`src/rtl/uart_rx_param_if.sv`:
```
// Receive-side handshake bundle: head-of-FIFO data and status flags, plus the consumer's ready.
interface uart_rx_param_if;
    logic [7:0] rx_data;
    logic       rx_valid;
    logic       rx_ready;
    logic       parity_error;
    logic       frame_error;
    logic       break_det;

    modport master (output rx_data, rx_valid, parity_error, frame_error, break_det,
                    input  rx_ready);
    modport slave  (input  rx_data, rx_valid, parity_error, frame_error, break_det,
                    output rx_ready);
endinterface

```
`src/rtl/uart_rx_param.sv`:
```
// Oversampling UART receiver with runtime frame format and a small receive FIFO carrying
// per-entry parity/frame/break status.
module uart_rx_param #(
    parameter int unsigned CLK_FREQ_HZ = 50_000_000,
    parameter int unsigned BAUD_RATE   = 115200,
    parameter int unsigned OVERSAMPLE  = 16,
    parameter int unsigned FIFO_DEPTH  = 4
) (
    input  logic                   clk,
    input  logic                   rst_n,
    input  logic                   rx,
    input  logic [1:0]             cfg_data_bits,
    input  logic                   cfg_parity_en,
    input  logic                   cfg_parity_odd,
    input  logic                   cfg_stop2,
    uart_rx_param_if.master        rxo,
    output logic                   overrun
);
    localparam int unsigned DIV_RAW = (CLK_FREQ_HZ + BAUD_RATE * OVERSAMPLE / 2) /
                                      (BAUD_RATE * OVERSAMPLE);
    localparam int unsigned DIVISOR = (DIV_RAW < 1) ? 1 : DIV_RAW;
    localparam int unsigned DIV_W   = (DIVISOR > 1) ? $clog2(DIVISOR) : 1;
    localparam int unsigned CNT_W   = $clog2(OVERSAMPLE + 2);
    localparam int unsigned PTR_W   = $clog2(FIFO_DEPTH);

    typedef enum logic [2:0] {
        S_IDLE, S_START, S_DATA, S_PARITY, S_STOP, S_BREAK_WAIT
    } state_e;

    // ---------------- synchroniser and sample tick ----------------
    logic [1:0]       sync_q;
    logic             rx_s;
    logic [DIV_W-1:0] div_q;
    logic             tick;

    assign rx_s = sync_q[1];
    assign tick = (div_q == DIV_W'(DIVISOR - 1));

    always_ff @(posedge clk or negedge rst_n) begin
        if (!rst_n) begin
            sync_q <= 2'b11;
            div_q  <= '0;
        end else begin
            sync_q <= {sync_q[0], rx};
            div_q  <= tick ? '0 : div_q + 1'b1;
        end
    end

    // ---------------- receive FSM ----------------
    state_e           state_q, state_d;
    logic [CNT_W-1:0] cnt_q, cnt_d, cnt_inc;
    logic [2:0]       bit_q, bit_d;
    logic [7:0]       data_q, data_d;
    logic [1:0]       samp_q, samp_d;
    logic [2:0]       last_q, last_d;
    logic             par_en_q, par_en_d, par_odd_q, par_odd_d, stop2_q, stop2_d;
    logic             par_bit_q, par_bit_d, perr_q, perr_d, ferr_q, ferr_d;
    logic             bit_val, push;
    logic [10:0]      push_entry;

    always_ff @(posedge clk or negedge rst_n) begin
        if (!rst_n) begin
            state_q   <= S_IDLE;
            cnt_q     <= '0;
            bit_q     <= '0;
            data_q    <= '0;
            samp_q    <= '0;
            last_q    <= '0;
            par_en_q  <= 1'b0;
            par_odd_q <= 1'b0;
            stop2_q   <= 1'b0;
            par_bit_q <= 1'b0;
            perr_q    <= 1'b0;
            ferr_q    <= 1'b0;
        end else begin
            state_q   <= state_d;
            cnt_q     <= cnt_d;
            bit_q     <= bit_d;
            data_q    <= data_d;
            samp_q    <= samp_d;
            last_q    <= last_d;
            par_en_q  <= par_en_d;
            par_odd_q <= par_odd_d;
            stop2_q   <= stop2_d;
            par_bit_q <= par_bit_d;
            perr_q    <= perr_d;
            ferr_q    <= ferr_d;
        end
    end

    always_comb begin
        state_d    = state_q;
        cnt_d      = cnt_q;
        bit_d      = bit_q;
        data_d     = data_q;
        samp_d     = samp_q;
        last_d     = last_q;
        par_en_d   = par_en_q;
        par_odd_d  = par_odd_q;
        stop2_d    = stop2_q;
        par_bit_d  = par_bit_q;
        perr_d     = perr_q;
        ferr_d     = ferr_q;
        push       = 1'b0;
        push_entry = '0;
        cnt_inc    = cnt_q + 1'b1;
        bit_val    = (samp_q[0] & samp_q[1]) | (samp_q[0] & rx_s) | (samp_q[1] & rx_s);

        if (tick) begin
            case (state_q)
                S_IDLE: begin
                    if (!rx_s) begin
                        state_d = S_START;
                        cnt_d   = CNT_W'(1);
                    end
                end
                S_START: begin
                    if (rx_s) begin
                        state_d = S_IDLE;
                        cnt_d   = '0;
                    end else if (cnt_inc == CNT_W'(OVERSAMPLE / 2)) begin
                        // Mid-start point: bit timing is measured from here on.
                        state_d   = S_DATA;
                        cnt_d     = '0;
                        bit_d     = '0;
                        data_d    = '0;
                        par_bit_d = 1'b0;
                        perr_d    = 1'b0;
                        ferr_d    = 1'b0;
                        last_d    = {1'b1, cfg_data_bits};
                        par_en_d  = cfg_parity_en;
                        par_odd_d = cfg_parity_odd;
                        stop2_d   = cfg_stop2;
                    end else begin
                        cnt_d = cnt_inc;
                    end
                end
                S_DATA, S_PARITY, S_STOP: begin
                    cnt_d = cnt_inc;
                    if (cnt_inc == CNT_W'(OVERSAMPLE - 1)) samp_d[0] = rx_s;
                    if (cnt_inc == CNT_W'(OVERSAMPLE))     samp_d[1] = rx_s;
                    if (cnt_inc == CNT_W'(OVERSAMPLE + 1)) begin
                        // Third sample is one tick past mid-bit, so next bit starts at count 1.
                        cnt_d = CNT_W'(1);
                        if (state_q == S_DATA) begin
                            data_d[bit_q] = bit_val;
                            if (bit_q == last_q) begin
                                bit_d   = '0;
                                state_d = par_en_q ? S_PARITY : S_STOP;
                            end else begin
                                bit_d = bit_q + 1'b1;
                            end
                        end else if (state_q == S_PARITY) begin
                            par_bit_d = bit_val;
                            perr_d    = ((^data_q) ^ bit_val) != par_odd_q;
                            state_d   = S_STOP;
                        end else if (!bit_val && bit_q == '0 && data_q == '0 && !par_bit_q) begin
                            push       = 1'b1;
                            push_entry = {1'b1, 1'b1, perr_q, data_q};
                            state_d    = S_BREAK_WAIT;
                            cnt_d      = '0;
                        end else if (stop2_q && bit_q == '0) begin
                            ferr_d = !bit_val;
                            bit_d  = 3'd1;
                        end else begin
                            push       = 1'b1;
                            push_entry = {1'b0, ferr_q | !bit_val, perr_q, data_q};
                            state_d    = S_IDLE;
                            cnt_d      = '0;
                            bit_d      = '0;
                        end
                    end
                end
                S_BREAK_WAIT: begin
                    if (rx_s) begin
                        state_d = S_IDLE;
                        cnt_d   = '0;
                    end
                end
                default: state_d = S_IDLE;
            endcase
        end
    end

    // ---------------- receive FIFO ----------------
    logic [10:0]    mem [FIFO_DEPTH];
    logic [PTR_W:0] wr_q, rd_q;
    logic           empty, full, pop, wr_en, overrun_q;
    logic [10:0]    head;

    assign empty = (wr_q == rd_q);
    assign full  = (wr_q[PTR_W] != rd_q[PTR_W]) && (wr_q[PTR_W-1:0] == rd_q[PTR_W-1:0]);
    assign pop   = !empty && rxo.rx_ready;
    // When full, a simultaneous pop frees the very slot being written.
    assign wr_en = push && (!full || pop);

    always_ff @(posedge clk or negedge rst_n) begin
        if (!rst_n) begin
            wr_q      <= '0;
            rd_q      <= '0;
            overrun_q <= 1'b0;
        end else begin
            if (wr_en) wr_q <= wr_q + 1'b1;
            if (pop)   rd_q <= rd_q + 1'b1;
            overrun_q <= push && full && !pop;
        end
    end

    always_ff @(posedge clk) begin
        if (wr_en) mem[wr_q[PTR_W-1:0]] <= push_entry;
    end

    assign head              = empty ? '0 : mem[rd_q[PTR_W-1:0]];
    assign rxo.rx_data       = head[7:0];
    assign rxo.parity_error  = head[8];
    assign rxo.frame_error   = head[9];
    assign rxo.break_det     = head[10];
    assign rxo.rx_valid      = !empty;
    assign overrun           = overrun_q;
endmodule

```
`src/flat_wrapper.sv`:
```
// flat-port wrapper written by rule: the top's interface ports become plain ports
module uart_rx_param_flat 
#(
    parameter int unsigned CLK_FREQ_HZ = 50_000_000,
    parameter int unsigned BAUD_RATE   = 115200,
    parameter int unsigned OVERSAMPLE  = 16,
    parameter int unsigned FIFO_DEPTH  = 4
)
  (clk, rst_n, rx, cfg_data_bits, cfg_parity_en, cfg_parity_odd, cfg_stop2, overrun, rxo_rx_data, rxo_rx_valid, rxo_parity_error, rxo_frame_error, rxo_break_det, rxo_rx_ready);
  uart_rx_param_if rxo_i ();
  input  logic clk;
  input  logic rst_n;
  input  logic rx;
  input  logic [1:0] cfg_data_bits;
  input  logic cfg_parity_en;
  input  logic cfg_parity_odd;
  input  logic cfg_stop2;
  output logic overrun;
  output wire logic [$bits(rxo_i.rx_data)-1:0] rxo_rx_data;
  output wire logic [$bits(rxo_i.rx_valid)-1:0] rxo_rx_valid;
  output wire logic [$bits(rxo_i.parity_error)-1:0] rxo_parity_error;
  output wire logic [$bits(rxo_i.frame_error)-1:0] rxo_frame_error;
  output wire logic [$bits(rxo_i.break_det)-1:0] rxo_break_det;
  input wire logic [$bits(rxo_i.rx_ready)-1:0] rxo_rx_ready;
  assign rxo_rx_data = rxo_i.rx_data;
  assign rxo_rx_valid = rxo_i.rx_valid;
  assign rxo_parity_error = rxo_i.parity_error;
  assign rxo_frame_error = rxo_i.frame_error;
  assign rxo_break_det = rxo_i.break_det;
  assign rxo_i.rx_ready = rxo_rx_ready;
  uart_rx_param #(.CLK_FREQ_HZ(CLK_FREQ_HZ), .BAUD_RATE(BAUD_RATE), .OVERSAMPLE(OVERSAMPLE), .FIFO_DEPTH(FIFO_DEPTH)) u_core (.clk(clk), .rst_n(rst_n), .rx(rx), .cfg_data_bits(cfg_data_bits), .cfg_parity_en(cfg_parity_en), .cfg_parity_odd(cfg_parity_odd), .cfg_stop2(cfg_stop2), .rxo(rxo_i), .overrun(overrun));
endmodule
```
`config.mk`:
```
export PLATFORM = sky130hd
export DESIGN_NAME = uart_rx_param_flat
export DESIGN_NICKNAME = d
export VERILOG_FILES = /design/src/rtl/uart_rx_param_if.sv /design/src/rtl/uart_rx_param.sv /design/src/flat_wrapper.sv
export SDC_FILE = /design/constraint.sdc
export NUM_CORES = 1
export LEC_CHECK = 0
export ABC_AREA = 1
export CORE_MARGIN = 2
export CORE_UTILIZATION = 47
export CTS_CLUSTER_DIAMETER = 60
export DETAILED_ROUTE_END_ITERATION = 16
export DONT_BUFFER_PORTS = 1
export PLACE_DENSITY = 0.7
export REMOVE_ABC_BUFFERS = 1
export SLEW_MARGIN = 20
export SYNTH_ARGS = -nofsm -noshare
export SYNTH_HDL_FRONTEND = slang
export SYNTH_SLANG_ARGS = --single-unit
```
`constraint.sdc`:
```
create_clock -name clk -period 2.9 [get_ports clk]
set_input_delay 0.29 -clock clk [delete_from_list [all_inputs] [get_ports clk]]
set_output_delay 0.29 -clock clk [all_outputs]
set_load 0.03 [all_outputs]
```
== Word level (Yosys, flattened, before mapping) ==
Memories as Yosys holds them, arrays and structs flattened.
Index checks and enable logic that the tools add are counted.

* Memory bits (read-only): 0
* Memories kept: 1
* Output and inout bits: 13
* Bits in latches: 0
* Register bits: 44
* Input port bits: 9
* Memory bits (writable): 44

{| class="wikitable"
|+ Memory list
! memory !! words !! width !! read ports !! clocked after memory_dff !! write ports !! line !! source
|-
| u_core.mem || 4 || 11 || 1 || 0 || 1 || uart_rx_param.sv:186 || <nowiki>logic [10:0] mem [FIFO_DEPTH];</nowiki>
|}

* Reduce and logical (&&, ||, !) cells: 32
* $add $sub $neg: 5
* Bitwise operators: 8
* Divide/modulo/power cells: 0
* Multipliers: 0
* $lt $le $gt $ge: 2
* Mux-type cells: 73
* Shift-type cells: 0
* Equality and inequality tests: 31

{| class="wikitable"
|+ Operator list
! operator !! number
|-
| $mux W11 || 7
|-
| $mux W3 || 18
|-
| $mux W5 || 9
|-
| $mux W8 || 4
|-
| $mux W1 || 25
|-
| $reduce_and A7 Y1 || 3
|-
| $pmux W5 S4 || 1
|-
| $pmux W8 S2 || 1
|-
| $eq A5 B5 Y1 const B || 3
|-
| $ne A2 B1 Y1 const B || 6
|-
| $pmux W3 S4 || 1
|-
| $add A5 B1 Y5 const B || 2
|-
| $eq A5 B4 Y1 const B || 2
|-
| $logic_and A1 B1 Y1 || 10
|-
| $mux W10 || 1
|-
| $ne A2 B2 Y1 const B || 5
|-
| $add A3 B1 Y3 const B || 3
|-
| $reduce_and A9 Y1 || 1
|-
| $bwmux W8 || 1
|-
| $logic_not A8 Y1 || 1
|-
| $reduce_and A4 Y1 || 2
|-
| $reduce_xor A8 Y1 || 1
|-
| $eq A3 B2 Y1 const B || 2
|-
| $eq A3 B3 Y1 || 2
|-
| other kinds (25) || 40
|}

== Depth between registers and ports, before layout ==
Gate-level depths: netlist of run 1.

* Depth in word-level cells: 16
* Depth in mapped cells: 13
* Mapped depth without buffers: 12

== Worst setup path after synthesis of run 1 ==
OpenSTA, ideal clock, no wires.

* Path kind: flip-flop to flip-flop
* Start: register u_core.bit_q[1]
* End: memory u_core.mem[0][0] (enable)
* Slack: 490 ps
* Setup time: 378 ps
* Clock period less this slack: 2410 ps
* Path buffers: 1
* Data required time: 2522 ps
* Arrival: 2032 ps
* Stages on the path, launching flop included: 12
* Path through: dfrtp_1 -> clkbuf_1 -> inv_1 -> ha_1 -> nand2_1 -> nor2_1 -> nand3_1 -> nand2_1 -> nand2_1 -> nor2_1 -> nand3_1 -> nor2_1

* Cells in the longest elaborated chain, start to end: 13
* Elaborated cells between the ends (all ways): 15
* Classes of those cells: mux: 9; reduce/logical: 6

{| class="wikitable"
|+ Ends and longest elaborated chain
! element !! line !! source
|-
| from (decl) || uart_rx_param.sv:52 || <nowiki>logic [2:0] bit_q, bit_d;</nowiki>
|-
| from (signal assigned) || uart_rx_param.sv:78 || <nowiki>bit_q <= bit_d;</nowiki>
|-
| $logic_not A3 Y1 (*) || uart_rx_param.sv:157, uart_rx_param.sv:162 ||
|-
| $logic_and A1 B1 Y1 (3 in a row) || uart_rx_param.sv:157 || <nowiki>end else if (!bit_val && bit_q == '0 && data_q == '0 && !par_bit_q) begin</nowiki>
|-
| $mux W1 (*) || uart_rx_param.sv:157 ||
|-
| $mux W1 (*) || uart_rx_param.sv:153 || <nowiki>end else if (state_q == S_PARITY) begin</nowiki>
|-
| $mux W1 (*) || uart_rx_param.sv:145 || <nowiki>if (state_q == S_DATA) begin</nowiki>
|-
| $mux W1 (*) || uart_rx_param.sv:142 || <nowiki>if (cnt_inc == CNT_W'(OVERSAMPLE + 1)) begin</nowiki>
|-
| $mux W1 (*) || uart_rx_param.sv:110 || <nowiki>case (state_q)</nowiki>
|-
| $mux W1 (*) || uart_rx_param.sv:109 || <nowiki>if (tick) begin</nowiki>
|-
| $logic_and A1 B1 Y1 (*) || uart_rx_param.sv:195 || <nowiki>assign wr_en = push && (!full || pop);</nowiki>
|-
| $mux W1 (*) || uart_rx_param.sv:210 || <nowiki>if (wr_en) mem[wr_q[PTR_W-1:0]] <= push_entry;</nowiki>
|-
| $mux W1 (implied by the code) (*) || uart_rx_param.sv:210 ||
|-
| to (decl) || uart_rx_param.sv:186 ||
|}

Mark *: on every way between the ends. The rest lies on a longest branch, timed or not.

== Worst setup path in the final report of run 1 ==
* Start: register u_core.bit_q[0]
* End: memory u_core.mem[3][10] (enable)

The elaborated chain is that of the path after synthesis.

==> results.json, run 1 <==
{
  "p_per_area_nw_per_um2": 605,
  "vias": 3442,
  "ant_nets": 0,
  "async_flop_share": 0.500,
  "dpl_cell_area_um2": 4780,
  "cts_tree": "built",
  "setup_viol": 0,
  "postLayoutCellArea_um2": 5020,
  "clock.fmax_mhz": 410,
  "via_per_inst": 5.08,
  "drt_iter0_markers": 140,
  "die_area_um2": 10700,
  "synth.largest_area_cell": "edfxtp_1",
  "place_ws_ns": 0.481,
  "final_cells": 678,
  "h-tree-depth": 3,
  "overflow": 0,
  "start_kind": "flop",
  "tns_ns": 0,
  "ys_types": 37,
  "grt_max_degree": 45,
  "port_buffers": 0,
  "post_cts_resized": 0,
  "power.total_mw": 3.04,
  "clkTransAtPathRegs_ns": 0.10,
  "hold_viol": 0,
  "outcome": "complete, no violations",
  "grt_pass1_vias": 3361,
  "placed_cells": 659,
  "whs_path_depth": 2,
  "ys_seq_area_frac": 0.522,
  "yosys_warnings": 0,
  "worst_slack_ns": 0.459,
  "synth_top_area_share": 0.284,
  "period_needed_ns": 2.44,
  "max-vdd-ir-drop_v": 0.000295,
  "rsz0062_at_grt": "false",
  "synth_area_leaders": "edfxtp_1, dfrtp_1, nand2_1, nor2_1, inv_1",
  "p_leak_nw": 2.41,
  "finalCritPeriodShare": 0.842,
  "place.gp.congestion": 0.897,
  "drive_above_1_share": 0.108,
  "relSlewSlack": 0.611,
  "dr.pass1.iters": 4,
  "crit_required_ns": 2.91,
  "insertion_delay_ns": 0.36,
  "grt_util_all_layers": 0.183,
  "die_y_um": 103,
  "die_w_um": 103,
  "worst_pin_slew_ns": 0.580,
  "r2r_cells": 10,
  "clk_root_buffer_cell": "clkbuf_8",
  "wl_per_cell_um": 13.3,
  "pin_count": 22,
  "drv_slew": 0,
  "cp_max_fo": 11,
  "hold_class": "in -> reg",
  "clock_path_buffers": 2,
  "path_class": "reg -> reg",
  "cp.arrival_ns": 2.45,
  "postLayoutCoreUtil": 0.518,
  "syn_avg_cell_area_um2": 8.70,
  "drcViolationCount": 0,
  "timing.hold.ws_ns": 0.0504,
  "core_region_area_um2": 9680,
  "synth_edf_count": 44,
  "cts_sinks": 88,
  "max-cap-violations": 0,
  "synth-seq-cells": 88,
  "antenna_found_initial": 0,
  "cp-end-kind": "flop",
  "post-cts-setup-buffers": 0,
  "hpwl_um": 6500,
  "grt_first_pass_wirelength_um": 15300,
  "diodes": 0,
  "initial_core_util": 0.480,
  "fin_worst_skew_ns": 0.0197,
  "yosysMostFrequentCell": "nand2_1",
  "row_count": 36,
  "cts_buffers": 9,
  "area_delta_synth_final_pct": 8.08,
  "final_net_count": 565,
  "wirelength_um": 9000,
  "synthFlopType": "edfxtp_1",
  "syn_inst": 534,
  "yosys-top-cells-count": "nand2_1, nor2_1, inv_1",
  "syn_area_um2": 4640
}
==> per-layer routing <==
metal,global-route usage,part of all wire,wire length [um]
met5,0,0,0
met4,0.0547,0.0059,53
met3,0.0276,0.036,327
met2,0.312,0.49,4420
met1,0.243,0.47,4200
==> flip-flops by register name, summed over array words and instances, names as in the netlist, 2 cells and up <==
register,flops
u_core.bit_q,3
u_core.cnt_q,5
u_core.data_q,8
u_core.div_q,5
u_core.last_q,3
u_core.mem,44
u_core.rd_q,3
u_core.samp_q,2
u_core.state_q,3
u_core.sync_q,2
u_core.wr_q,3
==> cell type report <==
cell class	count	area, um2
multi-input cells	359	1860
clock inverters	7	71.3
inverters	72	273
fillers	897	4660
flip-flops and latches	88	2420
repair buffers	10	100
clock buffers	9	124
well taps	133	166
==> report_power, final <==
part,total [mW],internal [mW],switching (mW)
logic,0.866,0.237,0.628
registers,1.35,1.33,0.0233
clock network,0.820,0.337,0.483
total,3.04,1.90,1.13
==> cell usage in the layout (no fill, tap or decap), types with 3 or more instances in the layout <==
master and instances:
a21oi_1 7, buf_4 7, clkbuf_8 9, dfrtp_1 42
edfxtp_1 44, ha_1 16, inv_1 65, inv_2 5
inv_6 3, nand2_1 120, nand3_1 38, nand4_1 10
nor2_1 80, nor2_2 6, nor2_4 3, nor3_1 10
o21ai_0 23, o32ai_1 11, or2_2 8, xnor2_1 7
xor2_1 5
==> repair_timing <==
action                     in CTS  in global routing
hold buffers                    3                  0
hold endpoints to repair       45                  0
setup endpoints to repair       0                  0
==> final timing paths <==
| check | to | slack [ns] | startpoint |
|---|---|---|---|
| setup reg to reg | u_core.mem[3][10]$_DFFE_PP_ | 0.46 | u_core.bit_q[0]$_DFFE_PN0P_ |
| setup / recovery | u_core.mem[3][10]$_DFFE_PP_ | 0.46 | u_core.bit_q[0]$_DFFE_PN0P_ |
| hold reg to reg | u_core.sync_q[1]$_DFF_PN1_ | 0.36 | u_core.sync_q[0]$_DFF_PN1_ |
| hold / removal | u_core.par_en_q$_DFFE_PN0P_ | 0.05 | cfg_parity_en |
| max in group asynchronous | u_core.sync_q[1]$_DFF_PN1_ | 2.21 | rst_n |
| min in group asynchronous | u_core.par_en_q$_DFFE_PN0P_ | 0.41 | rst_n |
==> cell families after synthesis <==
group	synth area share
and+or+nand+nor	0.272
DFF	0.522
buffers and inverters	0.0773
AOI/OAI and AO/OA	0.0601
adders and majority gates	0.0431
xor gates and xnor gates	0.0226
muxes	0.00242
==> worst max-delay path: stages (launching register included) <==
cell and delay, ns:
dfrtp_1 0.48, inv_1 0.20, ha_1 0.18, nand2_1 0.08, nor2_1 0.13, nand3_1 0.16, nand2_1 0.12, nand2_1 0.08
nor2_1 0.16, nand4_1 0.14, inv_1 0.36
(Power assumes the default switching activity.)
==> inputs of run 2 (changes only) <==
- clock period: 2.9 -> 2.36 ns (I/O delays scaled with it)
==> run 2 against run 1 <==
  * Count of clock-buffer cells in the layout did not move
  * Critical path type unchanged
  * Sequential power rose by 23%
  * Largest cell class unchanged
  * Highest routed layer unchanged
  * Cell count rose by 1.6%
  * Clock skew fell by 0.012 ns
==> results.json, run 2 (synthesis gave the netlist of run 1 again) <==
{
  "critical_path.slowest_cell": "dfrtp_1",
  "setup_viol": 0,
  "cp_max_fo": 11,
  "worst_pin_slew_ns": 0.505,
  "vias": 3474,
  "grt_pass1_vias": 3303,
  "fin_worst_skew_ns": 0.00781,
  "drt_iter0_markers": 167,
  "crit_required_ns": 2.43,
  "die_y_um": 103,
  "via_per_inst": 5.04,
  "critPathBufInv": 2,
  "insertion_delay_ns": 0.36,
  "grt_first_pass_wirelength_um": 14900,
  "initial_core_util": 0.480,
  "ant_nets": 0,
  "largest_reg_flops": 44,
  "die_w_um": 103,
  "period_needed_ns": 2.14,
  "outcome": "complete, no violations",
  "hold_viol": 0,
  "whs_path_depth": 2,
  "nFillCells": 887,
  "drcViolationCount": 0,
  "power.internal_mw": 2.34,
  "clk_root_buffer_cell": "clkbuf_8",
  "clock_path_buffers": 2,
  "tns_ns": 0,
  "worst_slack_ns": 0.216,
  "most-common-layout-cells": "nand2_1, nor2_1, inv_1",
  "max-cap-violations": 0,
  "p_seq_frac": 0.444,
  "area_delta_synth_final_pct": 10.4,
  "r2r_cells": 11,
  "grt_util_all_layers": 0.181,
  "row_count": 36,
  "grt_max_degree": 45,
  "wl_per_cell_um": 12.8,
  "cts_buffers": 9,
  "final_net_count": 576,
  "crit_top_cell": "nand2_1",
  "p_sw_mw": 1.40,
  "path_depth": 11,
  "swShare": 0.374,
  "pin_count": 22,
  "worstPathCellList": "inv_1 -> ha_1 -> nand2_1 -> nor2_1 -> nand3_1 -> nand2_1 -> nand2_1 -> nor2_2 -> nand3_2 -> nor2_1 -> buf_6",
  "overflow": 0,
  "clkTransAtPathRegs_ns": 0.10,
  "cp.arrival_ns": 2.21,
  "path_class": "reg -> reg",
  "p_leak_nw": 2.46,
  "hold_class": "in -> reg",
  "antenna_found_initial": 0,
  "cpPeakStageDelay_ns": 0.39,
  "port_buffers": 0,
  "cts_tree": "built",
  "timing.hold.ws_ns": 0.0332,
  "post-cts-setup-buffers": 0,
  "hpwl_um": 6290,
  "finalCritPeriodShare": 0.909,
  "die_area_um2": 10700,
  "place.gp.congestion": 0.922,
  "core_region_area_um2": 9680,
  "cts_sinks": 88,
  "diodes": 0,
  "cp-end-kind": "flop",
  "h-tree-depth": 3,
  "cpLargestDelayFamily": "simple AND/OR/NAND/NOR gates",
  "start_kind": "flop",
  "drive_above_1_share": 0.129,
  "wirelength_um": 8800,
  "max-vdd-ir-drop_v": 0.000424,
  "clock.fmax_mhz": 466,
  "dr.pass1.iters": 4,
  "place_ws_ns": 0.158,
  "drv_slew": 0,
  "layout_commonest_cell": "nand2_1",
  "comb_power_share": 0.286,
  "p_per_area_nw_per_um2": 730,
  "clkPwrFrac": 0.270,
  "rsz0062_at_grt": "false",
  "relSlewSlack": 0.663
}
-- run 2: cell types whose count changed in the layout (fill, tap and decap cells not counted), sizes merged --
cell | previous run | this run
buf | 8 | 17
dlygate4sd3 | 2 | 4
clkinv | 4 | 3
clkinvlp | 0 | 1
-- run 2: cell type report --
cell class | count | area, um2 | share of cell area
sequential | 88 | 2420 | 0.473
multi-input combinational | 359 | 1870 | 0.365
inverter | 72 | 273 | 0.0532
timing repair buffer | 21 | 195 | 0.0381
tap | 133 | 166 | 0.0325
clock buffer | 9 | 124 | 0.0242
clock inverter | 7 | 70.1 | 0.0137
-- run 2: final timing paths --
check / start / to / slack, ns
min in group asynchronous: rst_n / u_core.last_q[2]$_DFFE_PN0P_ / 0.36
hold reg to reg: u_core.sync_q[0]$_DFF_PN1_ / u_core.sync_q[1]$_DFF_PN1_ / 0.37
setup / recovery: u_core.bit_q[1]$_DFFE_PN0P_ / u_core.mem[0][9]$_DFFE_PP_ / 0.22
hold / removal: cfg_data_bits[0] / u_core.last_q[0]$_DFFE_PN0P_ / 0.03
max in group asynchronous: rst_n / u_core.sync_q[1]$_DFF_PN1_ / 1.74
setup reg to reg: u_core.bit_q[1]$_DFFE_PN0P_ / u_core.mem[0][9]$_DFFE_PP_ / 0.22
-- run 2: power by group through the flow --
stage	combinational, mW	clock (mW)	sequential (mW)
after global routing	1.20	1.11	1.67
after detailed placement	1.06	0	1.69
final	1.07	1.01	1.66
after CTS	1.09	1.04	1.66
after global placement	1.02	0	1.69
after floorplan	0.780	0	1.75
-- run 2: repair_timing --
action	CTS	global route
hold endpoints to repair	47	0
endpoints found under the setup margin	0	33
hold buffers	5	0
resized for setup	0	6
-- run 2: layer usage --
layer  part of all wire  global-route usage  up-vias
met5                  0                   0        -
met4             0.0072              0.0506        0
met3              0.034              0.0423        6
met2               0.48               0.302       74
met1               0.48               0.237     1627
li1                   -                   -     1767
-- run 2: per-stage QoR --
step	cell area [um2]	power, mW	util	cells
after floorplan	4560	2.53	-	519
after global placement	4840	2.72	0.500	668
after detailed placement	4840	2.76	0.500	668
after CTS	5110	3.79	0.527	689
after global routing	5130	3.98	0.529	689
final	5130	3.74	0.529	689
==> inputs of run 3 (changes only) <==
- CORE_UTILIZATION: 47 -> 33
- PLACE_DENSITY: 0.7 -> 0.55
==> run 3 against run 2 <==
  * Register-to-register slack better by 0.02 ns
  * Combinational power about the same
  * Sequential power about the same
  * Non-clock buffer count down 3
  * Sequential share of layout area down 1.3 points
  * Utilization down 15 points
  * Flip-flop and latch count unchanged
  * Die area up 41%
  * Global-route usage down 4.1 points
  * Highest routed layer unchanged
==> results.json, run 3 (synthesis gave the netlist of run 1 again) <==
{
  "largest_reg_flops": 44,
  "clock_path_buffers": 2,
  "crit_required_ns": 2.12,
  "cts_sinks": 88,
  "postLayoutCoreUtil": 0.382,
  "die_w_um": 123,
  "grt_util_all_layers": 0.139,
  "worst_pin_slew_ns": 0.570,
  "antenna_found_initial": 0,
  "clk_root_buffer_cell": "clkbuf_16",
  "core_region_area_um2": 13800,
  "relSlewSlack": 0.619,
  "period_needed_ns": 2.13,
  "cp.arrival_ns": 1.89,
  "dr.pass1.iters": 4,
  "final_cells": 733,
  "outcome": "complete, no violations",
  "p_leak_nw": 2.51,
  "max-vdd-ir-drop_v": 0.000428,
  "setup_viol": 0,
  "clkTransAtPathRegs_ns": 0.06,
  "wl_met2_um": 4250,
  "dpl_cell_area_um2": 4910,
  "insertion_delay_ns": 0.34,
  "finalCritPeriodShare": 0.901,
  "r2r_slack_ns": 0.24,
  "hold_class": "in -> reg",
  "layout_commonest_cell": "nand2_1",
  "post-cts-setup-buffers": 0,
  "ant_nets": 0,
  "cpPeakStageDelay_ns": 0.43,
  "area_delta_synth_final_pct": 13.7,
  "fin_worst_skew_ns": 0.00502,
  "vias": 3413,
  "drv_slew": 0,
  "wl_met1_um": 4710,
  "die_y_um": 123,
  "cp_max_fo": 14,
  "cts_tree": "built",
  "cp-end-kind": "output port",
  "max-cap-violations": 0,
  "cts_buffers": 9,
  "placed_cells": 714,
  "h-tree-depth": 3,
  "start_kind": "flop",
  "wirelength_um": 9390,
  "whs_path_depth": 2,
  "pin_count": 22,
  "most-common-layout-cells": "nand2_1, nor2_1, inv_1",
  "path_class": "reg -> out",
  "port_buffers": 0,
  "p_per_area_nw_per_um2": 789,
  "die_area_um2": 15000,
  "drt_iter0_markers": 197,
  "overflow": 0,
  "grt_first_pass_wirelength_um": 16300,
  "clock.fmax_mhz": 470,
  "final_net_count": 573,
  "wl_per_cell_um": 12.8,
  "postLayoutCellArea_um2": 5280,
  "power.total_mw": 4.17,
  "hpwl_um": 6710,
  "grt_pass1_vias": 3377,
  "r2r_cells": 10,
  "met3_length_um": 317,
  "critical_path.slowest_cell": "dfrtp_1",
  "row_count": 43,
  "place.gp.congestion": 0.857,
  "via_per_inst": 4.66,
  "worstPathCellList": "inv_1 -> nand2_1 -> a21oi_1 -> nand2_1 -> nand2_1 -> inv_1",
  "grt_max_degree": 45,
  "crit_top_cell": "nand2_1",
  "highest_layer": "met4",
  "diodes": 0,
  "initial_core_util": 0.336,
  "drcViolationCount": 0,
  "drive_above_1_share": 0.128,
  "hold_viol": 0
}
-- run 3: cell type report --
type                       count  area (um2)
multi-input combinational    359        1880
tap                          180         225
fill                        1395        8550
timing repair buffer          18         184
inverter                      72         273
clock inverter                 6        66.3
sequential                    88        2430
clock buffer                  10         229
-- run 3: metrics by stage --
step	setup slack (ns)	TNS (ns)	hold WS [ns]
after floorplan	0.00476	0	-0.0596
after global placement	0.166	0	-0.0571
after detailed placement	0.102	0	-0.0575
after CTS	0.0870	0	0.00468
after global routing	-0.00877	-0.0542	0.0436
final	0.233	0	0.0260
-- run 3: final timing paths --
| path | startpoint | to |
|---|---|---|
| min in group asynchronous | rst_n | u_core.stop2_q$_DFFE_PN0P_ |
| max in group asynchronous | rst_n | u_core.sync_q[0]$_DFF_PN1_ |
| hold reg to reg | u_core.sync_q[0]$_DFF_PN1_ | u_core.sync_q[1]$_DFF_PN1_ |
| hold / removal | cfg_parity_en | u_core.par_en_q$_DFFE_PN0P_ |
| setup reg to reg | u_core.cnt_q[1]$_DFFE_PN0P_ | u_core.mem[0][10]$_DFFE_PP_ |
| setup / recovery | u_core.wr_q[0]$_DFFE_PN0P_ | rxo_rx_data[5] |
-- run 3: what timing repair did --
item / 4_1_cts / 5_1_grt
hold buffers: 3 / 0
endpoints found under the setup margin: 0 / 37
resized for setup: 0 / 8
endpoints found under the hold margin: 45 / 0
-- run 3: critical path: cells and delay by family, from the launching register on --
| kind | cells | cell delay (ns) |
|---|---|---|
| compound gates | 1 | 0.17 |
| buf+inv | 2 | 0.30 |
| flops | 1 | 0.43 |
| simple gates | 3 | 0.64 |
-- run 3: layer usage --
metal,global-route usage,up-vias
met4,0.0445,0
met3,0.0423,10
li1,-,1763
met1,0.184,1579
met5,0,-
met2,0.219,61
-- run 3: report_power, final --
group / total (mW) / switching (mW) / internal, mW
clock: 1.43 / 0.599 / 0.828
sequential: 1.66 / 0.0281 / 1.64
combinational: 1.08 / 0.784 / 0.292
total: 4.17 / 1.41 / 2.76
